`config.mk`:
```
export PLATFORM = sky130hd
export DESIGN_NAME = ram_4k_initiator
export DESIGN_NICKNAME = d
export VERILOG_FILES = /design/src/rtl/ram_ctrl_pkg.sv /design/src/rtl/ram_ctrl_addr_gen.sv /design/src/rtl/ram_4k_initiator.sv
export SDC_FILE = /design/constraint.sdc
export NUM_CORES = 1
export LEC_CHECK = 0
export ABC_AREA = 1
export ABC_CLOCK_PERIOD_IN_PS = 2420
export BUFFER_PORTS_ARGS = -buffer_cell sky130_fd_sc_hd__buf_2
export CAP_MARGIN = 20
export CORE_MARGIN = 2
export CORE_UTILIZATION = 43
export DETAILED_ROUTE_END_ITERATION = 12
export HOLD_SLACK_MARGIN = 0.15
export PLACE_DENSITY = 0.66
export SLEW_MARGIN = 0
export SYNTH_ARGS = -nofsm -noshare
export SYNTH_HDL_FRONTEND = slang
export SYNTH_SLANG_ARGS = --single-unit
```
`constraint.sdc`:
```
create_clock -name CLK -period 2.42 [get_ports CLK]
set_clock_uncertainty 0.05 [all_clocks]
set_input_delay 0.363 -clock CLK [delete_from_list [all_inputs] [get_ports CLK]]
set_output_delay 0.363 -clock CLK [all_outputs]
set_load 0.05 [all_outputs]
```
`src/rtl/ram_ctrl_pkg.sv`:
```
// Shared constants, op encodings and FSM state type for the RAM_4K initiator.
// Build option RAM_INIT_CLEAR_EN adds the post-reset CLR state.
package ram_ctrl_pkg;

    localparam int ADDR_W = 12;
    localparam int DATA_W = 16;

    localparam logic [1:0] OP_READ  = 2'b00;
    localparam logic [1:0] OP_WRITE = 2'b01;
    localparam logic [1:0] OP_FILL  = 2'b10;
    localparam logic [1:0] OP_COPY  = 2'b11;

    localparam logic [ADDR_W-1:0] CLR_LAST = {ADDR_W{1'b1}};

`ifdef RAM_INIT_CLEAR_EN
    typedef enum logic [2:0] {IDLE, RD, WR, FL, CP_RD, CP_WR, DONE, CLR} state_t;
`else
    typedef enum logic [2:0] {IDLE, RD, WR, FL, CP_RD, CP_WR, DONE} state_t;
`endif

endpackage

```
`src/rtl/ram_ctrl_addr_gen.sv`:
```
// Block-move address generator: wrapping src/dst pointers plus remaining-word count.
// Zero latency on outputs (pointers are registers); load wins over step; no backpressure.
// The remaining count saturates at zero so "last" stays asserted.
module ram_ctrl_addr_gen
    import ram_ctrl_pkg::*;
(
    input  logic              clk,
    input  logic              rst_n,
    input  logic              load,
    input  logic              step_src,
    input  logic              step_dst,
    input  logic [ADDR_W-1:0] src_base,
    input  logic [ADDR_W-1:0] dst_base,
    input  logic [ADDR_W-1:0] len,
    output logic [ADDR_W-1:0] src_ptr,
    output logic [ADDR_W-1:0] dst_ptr,
    output logic [ADDR_W-1:0] dst_next,
    output logic              last
);

    logic [ADDR_W-1:0] remain;

    assign dst_next = dst_ptr + ADDR_W'(1);
    assign last     = (remain == '0);

    always_ff @(posedge clk) begin
        if (!rst_n) begin
            src_ptr <= '0;
            dst_ptr <= '0;
            remain  <= '0;
        end else if (load) begin
            src_ptr <= src_base;
            dst_ptr <= dst_base;
            remain  <= len;
        end else begin
            if (step_src) src_ptr <= src_ptr + ADDR_W'(1);
            // A word is retired when its destination write is done.
            if (step_dst) begin
                dst_ptr <= dst_next;
                if (!last) remain <= remain - ADDR_W'(1);
            end
        end
    end

endmodule

```
`src/rtl/ram_4k_initiator.sv`:
```
// RAM_4K initiator: READ/WRITE/FILL/COPY sequencing; RAM_INIT_CLEAR_EN adds a post-reset clear.
// Latency: READ/WRITE pulse RSP_VALID on the 1st edge after accept, FILL after LEN+1, COPY after 2*(LEN+1).
// Backpressure: CMD_READY only in IDLE; RSP_VALID is a one-cycle pulse with no backpressure.
module ram_4k_initiator
    import ram_ctrl_pkg::*;
(
    input  logic              CLK,
    input  logic              RST_N,
    input  logic              CMD_VALID,
    output logic              CMD_READY,
    input  logic [1:0]        CMD_OP,
    input  logic [ADDR_W-1:0] CMD_SRC,
    input  logic [ADDR_W-1:0] CMD_DST,
    input  logic [ADDR_W-1:0] CMD_LEN,
    input  logic [DATA_W-1:0] CMD_DATA,
    output logic              RSP_VALID,
    output logic [DATA_W-1:0] RSP_DATA,
    output logic              BUSY,
    output logic              MEM_E,
    output logic              MEM_W,
    output logic              MEM_R,
    output logic [ADDR_W-1:0] MEM_ADDR,
    output logic [DATA_W-1:0] MEM_D,
    input  logic [DATA_W-1:0] MEM_Q
);

    state_t            state;
    logic              accept;
    logic              ag_last;
    logic [ADDR_W-1:0] src_ptr;
    logic [ADDR_W-1:0] dst_ptr;
    logic [ADDR_W-1:0] dst_next;

    assign accept = CMD_VALID && CMD_READY;

    ram_ctrl_addr_gen u_addr_gen (
        .clk      (CLK),
        .rst_n    (RST_N),
        .load     (accept),
        .step_src (state == CP_RD),
        .step_dst ((state == FL || state == CP_WR) && !ag_last),
        .src_base (CMD_SRC),
        .dst_base (CMD_DST),
        .len      (CMD_LEN),
        .src_ptr  (src_ptr),
        .dst_ptr  (dst_ptr),
        .dst_next (dst_next),
        .last     (ag_last)
    );

    always_ff @(posedge CLK) begin
        if (!RST_N) begin
`ifdef RAM_INIT_CLEAR_EN
            state <= CLR;
`else
            state <= IDLE;
`endif
            CMD_READY <= 1'b0;
            RSP_VALID <= 1'b0;
            RSP_DATA  <= '0;
            BUSY      <= 1'b0;
            MEM_E     <= 1'b0;
            MEM_W     <= 1'b0;
            MEM_R     <= 1'b0;
            MEM_ADDR  <= '0;
            MEM_D     <= '0;
        end else begin
            RSP_VALID <= 1'b0;
            RSP_DATA  <= '0;
            case (state)
                IDLE: begin
                    if (accept) begin
                        CMD_READY <= 1'b0;
                        BUSY      <= 1'b1;
                        MEM_E     <= 1'b1;
                        case (CMD_OP)
                            OP_READ: begin
                                state    <= RD;
                                MEM_R    <= 1'b1;
                                MEM_ADDR <= CMD_SRC;
                            end
                            OP_WRITE: begin
                                state    <= WR;
                                MEM_W    <= 1'b1;
                                MEM_ADDR <= CMD_DST;
                                MEM_D    <= CMD_DATA;
                            end
                            OP_FILL: begin
                                state    <= FL;
                                MEM_W    <= 1'b1;
                                MEM_ADDR <= CMD_DST;
                                MEM_D    <= CMD_DATA;
                            end
                            default: begin
                                state    <= CP_RD;
                                MEM_R    <= 1'b1;
                                MEM_ADDR <= CMD_SRC;
                            end
                        endcase
                    end else begin
                        CMD_READY <= 1'b1;
                    end
                end
                RD: begin
                    state     <= DONE;
                    RSP_VALID <= 1'b1;
                    RSP_DATA  <= MEM_Q;
                    MEM_E     <= 1'b0;
                    MEM_R     <= 1'b0;
                end
                WR: begin
                    state     <= DONE;
                    RSP_VALID <= 1'b1;
                    MEM_E     <= 1'b0;
                    MEM_W     <= 1'b0;
                    MEM_D     <= '0;
                end
                FL: begin
                    if (ag_last) begin
                        state     <= DONE;
                        RSP_VALID <= 1'b1;
                        MEM_E     <= 1'b0;
                        MEM_W     <= 1'b0;
                        MEM_D     <= '0;
                    end else begin
                        MEM_ADDR <= dst_next;
                    end
                end
                CP_RD: begin
                    // MEM_D doubles as the hold register for the word in flight.
                    state    <= CP_WR;
                    MEM_R    <= 1'b0;
                    MEM_W    <= 1'b1;
                    MEM_ADDR <= dst_ptr;
                    MEM_D    <= MEM_Q;
                end
                CP_WR: begin
                    MEM_W <= 1'b0;
                    MEM_D <= '0;
                    if (ag_last) begin
                        state     <= DONE;
                        RSP_VALID <= 1'b1;
                        MEM_E     <= 1'b0;
                    end else begin
                        state    <= CP_RD;
                        MEM_R    <= 1'b1;
                        MEM_ADDR <= src_ptr;
                    end
                end
                DONE: begin
                    state     <= IDLE;
                    BUSY      <= 1'b0;
                    CMD_READY <= 1'b1;
                end
`ifdef RAM_INIT_CLEAR_EN
                CLR: begin
                    if (MEM_W && MEM_ADDR == CLR_LAST) begin
                        state     <= IDLE;
                        BUSY      <= 1'b0;
                        CMD_READY <= 1'b1;
                        MEM_E     <= 1'b0;
                        MEM_W     <= 1'b0;
                    end else begin
                        // MEM_W is low only on the first cycle after reset.
                        BUSY     <= 1'b1;
                        MEM_E    <= 1'b1;
                        MEM_W    <= 1'b1;
                        MEM_D    <= '0;
                        MEM_ADDR <= MEM_W ? MEM_ADDR + ADDR_W'(1) : '0;
                    end
                end
`endif
                default: state <= IDLE;
            endcase
        end
    end

endmodule

```
# Yosys cells after proc, flatten, opt, wreduce, memory -nomap -nowiden
# Cells that the tools add are included.
# word_totals
reg_bits	89
inputBits	73
out_inout_bits	50
elab_cells	95
# op_classes
n_addsub	3
eq_ne	16
muxes	36
reduce_logical	27
# op_table
op	n
$mux W12	11
$pmux W16 S4	1
$mux W16	3
$pmux W12 S4	1
$add A12 B1 Y12 const B	2
$pmux W3 S5	1
$logic_not A12 Y1	1
$ne A2 B2 Y1 const B	6
$reduce_and A4 Y1	3
$sub A12 B1 Y12 const B	1
$reduce_or A2 Y1	5
$eq A3 B3 Y1 const B	3
$mux W1	9
$pmux W3 S3	1
$reduce_and A2 Y1	4
$reduce_bool A4 Y1	2
$eq A3 B2 Y1 const B	2
$mux W3	2
$pmux W1 S2	3
$pmux W1 S3	2
$reduce_bool A2 Y1	3
$reduce_bool A3 Y1	2
$ne A2 B1 Y1 const B	2
$pmux W1 S4	1
other kinds (10)	11

# Logic depth before layout (Yosys ltp)
# logic_depth
depth_word	5
mapped_depth	11
mapped_depth_nobuf	11

# Cells and area by module
# From an unflattened synthesis, not the netlist that was laid out.
# hier_totals
cells_unflattened	875
hier_area_um2	5353.9
# modules_own_cells
module	n_inst	cells_each	area_each_um2	seq_area_each_um2
ram_4k_initiator	1	531	3100.5	1061.0
ram_ctrl_addr_gen	1	344	2253.4	720.7

# Worst setup path before layout
# OpenSTA, ideal clock, no wires.
# synth_timing
kind	reg2reg
start	register CMD_READY
end	register u_addr_gen.remain[1]
setup_ns	0.116
arrival_time_ns	1.559
required_ns	2.254
path_slack_ns	0.695
path_stages_with_launch	7
path_buffers	1
period_less_slack_ns	1.725
cell_sequence	dfxtp_1 -> nand2_1 -> inv_1 -> clkbuf_1 -> o21ai_0 -> nor2_1 -> nor2_1
# synth_via
elab_chain_cells	3
elab_cells_between_ends	5
# synth_lines
element	line	rtl
start, declared	ram_4k_initiator.sv:10	output logic CMD_READY,
start signal, assigned	ram_4k_initiator.sv:58	CMD_READY <= 1'b0;
start signal, assigned	ram_4k_initiator.sv:73	CMD_READY <= 1'b0;
start signal, assigned	ram_4k_initiator.sv:101	CMD_READY <= 1'b1;
$logic_and A1 B1 Y1 (*)	ram_4k_initiator.sv:34	assign accept = CMD_VALID && CMD_READY;
$ne A2 B2 Y1 (no source line) / $reduce_bool A2 Y1 (equally long branches)	--	
$reduce_and A2 Y1 (no source line)	--	
end signal, assigned	ram_ctrl_addr_gen.sv:34	remain <= len;
end signal, assigned	ram_ctrl_addr_gen.sv:40	if (!last) remain <= remain - ADDR_W'(1);
end, declared	ram_ctrl_addr_gen.sv:21	logic [ADDR_W-1:0] remain;
# Every way passes the cells marked *; elsewhere a longest branch is shown, timed or not.
# A chain may end at the register's enable or synchronous reset.

# Worst setup path in the final report
# layout_timing
start	register state[0]
end	register MEM_ADDR[1]
# layout_via
elab_chain_cells	3
elab_cells_between_ends	10
# layout_lines
element	line	rtl
start, declared	ram_4k_initiator.sv:27	state_t state;
start signal, assigned	ram_4k_initiator.sv:56	state <= IDLE;
start signal, assigned	ram_4k_initiator.sv:78	state <= RD;
start signal, assigned	ram_4k_initiator.sv:83	state <= WR;
$eq A3 B2 Y1, or another cell as far along	ram_4k_initiator.sv:70	case (state)
$ne A2 B2 Y1 (no source line) / $reduce_bool A4 Y1 (equally long branches)	--	
$reduce_and A4 Y1 (no source line)	--	
end signal, assigned	ram_4k_initiator.sv:126	MEM_ADDR <= dst_next;
end signal, assigned	ram_4k_initiator.sv:134	MEM_ADDR <= dst_ptr;
end signal, assigned	ram_4k_initiator.sv:147	MEM_ADDR <= src_ptr;
end, declared	ram_4k_initiator.sv:22	output logic [ADDR_W-1:0] MEM_ADDR,
# Parallel ways exist; a longest one is shown, timed or not.

==> impl_metrics.yaml <==
power_and_ir_drop:
  ir_worst_vdd_v: 0.000614
  leakage_nw: 3.01
  p_clk_share_pct: 19.1
  intPower_mw: 3.81
  p_comb_share_pct: 52.7
  swShare_pct: 49.2
  powerDensity_nw_per_um2: 1240
  p_sw_mw: 3.70
  seqPwrFrac_pct: 28.2
synth:
  synth_seq_area_share_pct: 35.1
  synth.area.top_cells: "dfxtp_1 (35%), nand2_1 (16%), nor2_1 (11%)"
  yosys.area.top_type: "dfxtp_1"
  postSynthAreaPerCell_um2: 6.18
  synth_top_area_share_pct: 35.1
  async_flop_share_pct: 0
  synth_enable_flop_cells: 0
  synth.most_common_cell: "nand2_1"
  synth_seq_cells: 89
  yosysUniqueCellTypes: 34
  ys_warn_count: 0
  synth.cell_area_um2: 5070
  ys.flop_type: "dfxtp_1"
  synth_nets: 901
  synthCells: 821
  synthTopCellsByCount: "nand2_1 (214), nor2_1 (151), inv_1 (96)"
floorplan:
  die_w_um: 113
  die_height_um: 113
  rows: 39
  design.core.area_um2: 11500
  start_util_pct: 44.2
  ios: 123
  die_area_um2: 12700
cells_and_area:
  fin_area_um2: 6040
  fin_util_pct: 52.7
  nets: 1009
  syn_to_final_growth_pct: 19.1
  stdcell_count: 1076
  layout-drive-gt1-share_pct: 18.6
  insertedDiodeCount: 0
timing:
  setup_viol: 0
  timing.fmax_ghz: 0.520
  slew_headroom_pct: 60.2
  finalHoldViolCount: 0
  fin_crit_ps: 1920
  min_period_over_period_pct: 79.5
  maxSlewViolCount: 0
  tns_ps: 0
  rsz0062_at_grt: "no"
  worst_pin_slew_ps: 594
setup_path:
  cp_max_fo: 13
  path_cells: "nor2_2 > nand2_2 > inv_2 > nor2_2 > buf_4 > nand2_1 > nand2_1 > nor3_1 > nor2_1"
  cp.buffers_inverters: 2
  startpoint_type: "flop"
  crit_required_ps: 2600
  cpPeakStageDelay_ps: 370
  crit_family: "simple AND/OR/NAND/NOR gates"
  r2r_setup_slack_ps: 500
  crit_slowest_cell: "dfxtp_1"
  end_kind: "flop"
  path_class: "reg -> reg"
  arrival_ps: 2110
placement:
  gp_congestion: 0.951
  port_buffers: 122
  place_area_um2: 5740
  dp_hpwl_um: 10500
  dp_cells: 1061
drt:
  drtIter0Drc: 396
  post_drt_wl_per_cell_um: 13.1
  vias: 5326
  drtPass1Iterations: 5
  ant_nets: 0
  drt_wl_total_um: 14100
  remaining_drc_errors: 0
  vias_per_cell: 4.95
min_path:
  hp-class: "in -> reg"
cts:
  cts_tree: "built"
  post_cts_buffers: 0
  cts.htree.levels: 3
  clk_pin_slew_worst_paths_ps: 60
  cts_buffers: 9
  cts_root_buf: "clkbuf_16"
  cts-resized-gates: 0
  clkSinkCount: 89
  insertion_delay_ps: 340
  cts_buffer_depth: 2
  holdBufCountCts: 0
global_route:
  grt_pass1_wl_um: 23100
  antenna_found_initial: 0
  grt_max_degree: 34
  overflow: 0
  grt_pass1_vias: 4711
  grt_use_total_pct: 22.5
status:
  outcome: "finished clean"
flow_run:
  maxCapViolCount: 0
metal layers:
metal / part of all wire [%] / wire length [um] / up-vias / track usage [%]
met5: 0 / 0 / - / 0
met4: 2.0 / 284 / 0 / 8.21
met3: 7.2 / 1020 / 18 / 3.62
met2: 42 / 5940 / 196 / 34.3
met1: 49 / 6900 / 2316 / 32.0
li1: - / - / 2796 / -
registers in the layout (all words and copies together) (netlist names):
signal,cells
BUSY,1
CMD_READY,1
MEM_ADDR,12
MEM_D,16
MEM_E,1
MEM_R,1
MEM_W,1
RSP_DATA,16
RSP_VALID,1
state,3
u_addr_gen.dst_ptr,12
u_addr_gen.remain,12
u_addr_gen.src_ptr,12
placed cells by master (no fill, tap or decap), types with 10 or more instances in the layout:
cell     synthesis  final
nor2_1         151    151
dfxtp_1         89     89
buf_2            6    122
nor3_1          10     10
nand3_1         60     60
buf_4            6     10
inv_1           96     96
nand2_1        214    214
a21oi_1         35     35
o21ai_0         61     61
worst register-to-register path, delay by kind of cell (launching register included):
kind	cells	cell delay, ps
flip-flops	1	370
AND/OR/NAND/NOR	7	930
buffers and inverters	2	470
logic make-up after synthesis:
family | after synthesis | share of synthesized area [%]
AND/OR/NAND/NOR | 462 | 38.0
flip-flops | 89 | 35.1
XOR/XNOR | 6 | 1.04
adder cells (fa/ha/maj) | 7 | 1.73
buffers and inverters | 138 | 11.5
AO/OA/AOI/OAI | 119 | 12.6
metrics by stage:
stage                     hold WS, ps  setup WS, ps  power, mW
after floorplan                   407           695       5.35
after global placement            385           461       6.09
after detailed placement          385           389       6.11
after CTS                         187           493       7.56
after global routing              195           263       8.14
final                             195           496       7.51
path summary, 6_finish.rpt:
kind,from,endpoint,cells past startpoint
worst max-delay path,state[0],MEM_ADDR[1],9
worst min-delay path,MEM_Q[6],RSP_DATA[6],3
worst max register to register,state[0],MEM_ADDR[1],9
worst min register to register,MEM_R,MEM_R,2
power by group through the flow:
stage	Sequential, mW	Clock [mW]	Combinational [mW]
floorplan	2.82	0	2.54
global placement	2.14	0	3.95
detailed placement	2.14	0	3.96
CTS	2.11	1.47	3.97
global route	2.16	1.54	4.44
finish	2.12	1.44	3.96
cell type report:
| type | instances | area (um2) |
|---|---|---|
| flip-flops and latches | 89 | 1780 |
| fillers | 1235 | 5420 |
| inverters | 103 | 387 |
| well taps | 143 | 179 |
| multi-input cells | 594 | 2710 |
| clock buffers | 11 | 253 |
| clock inverters | 4 | 52.6 |
| repair buffers | 132 | 686 |
Power figures use the tool's default switching activity.
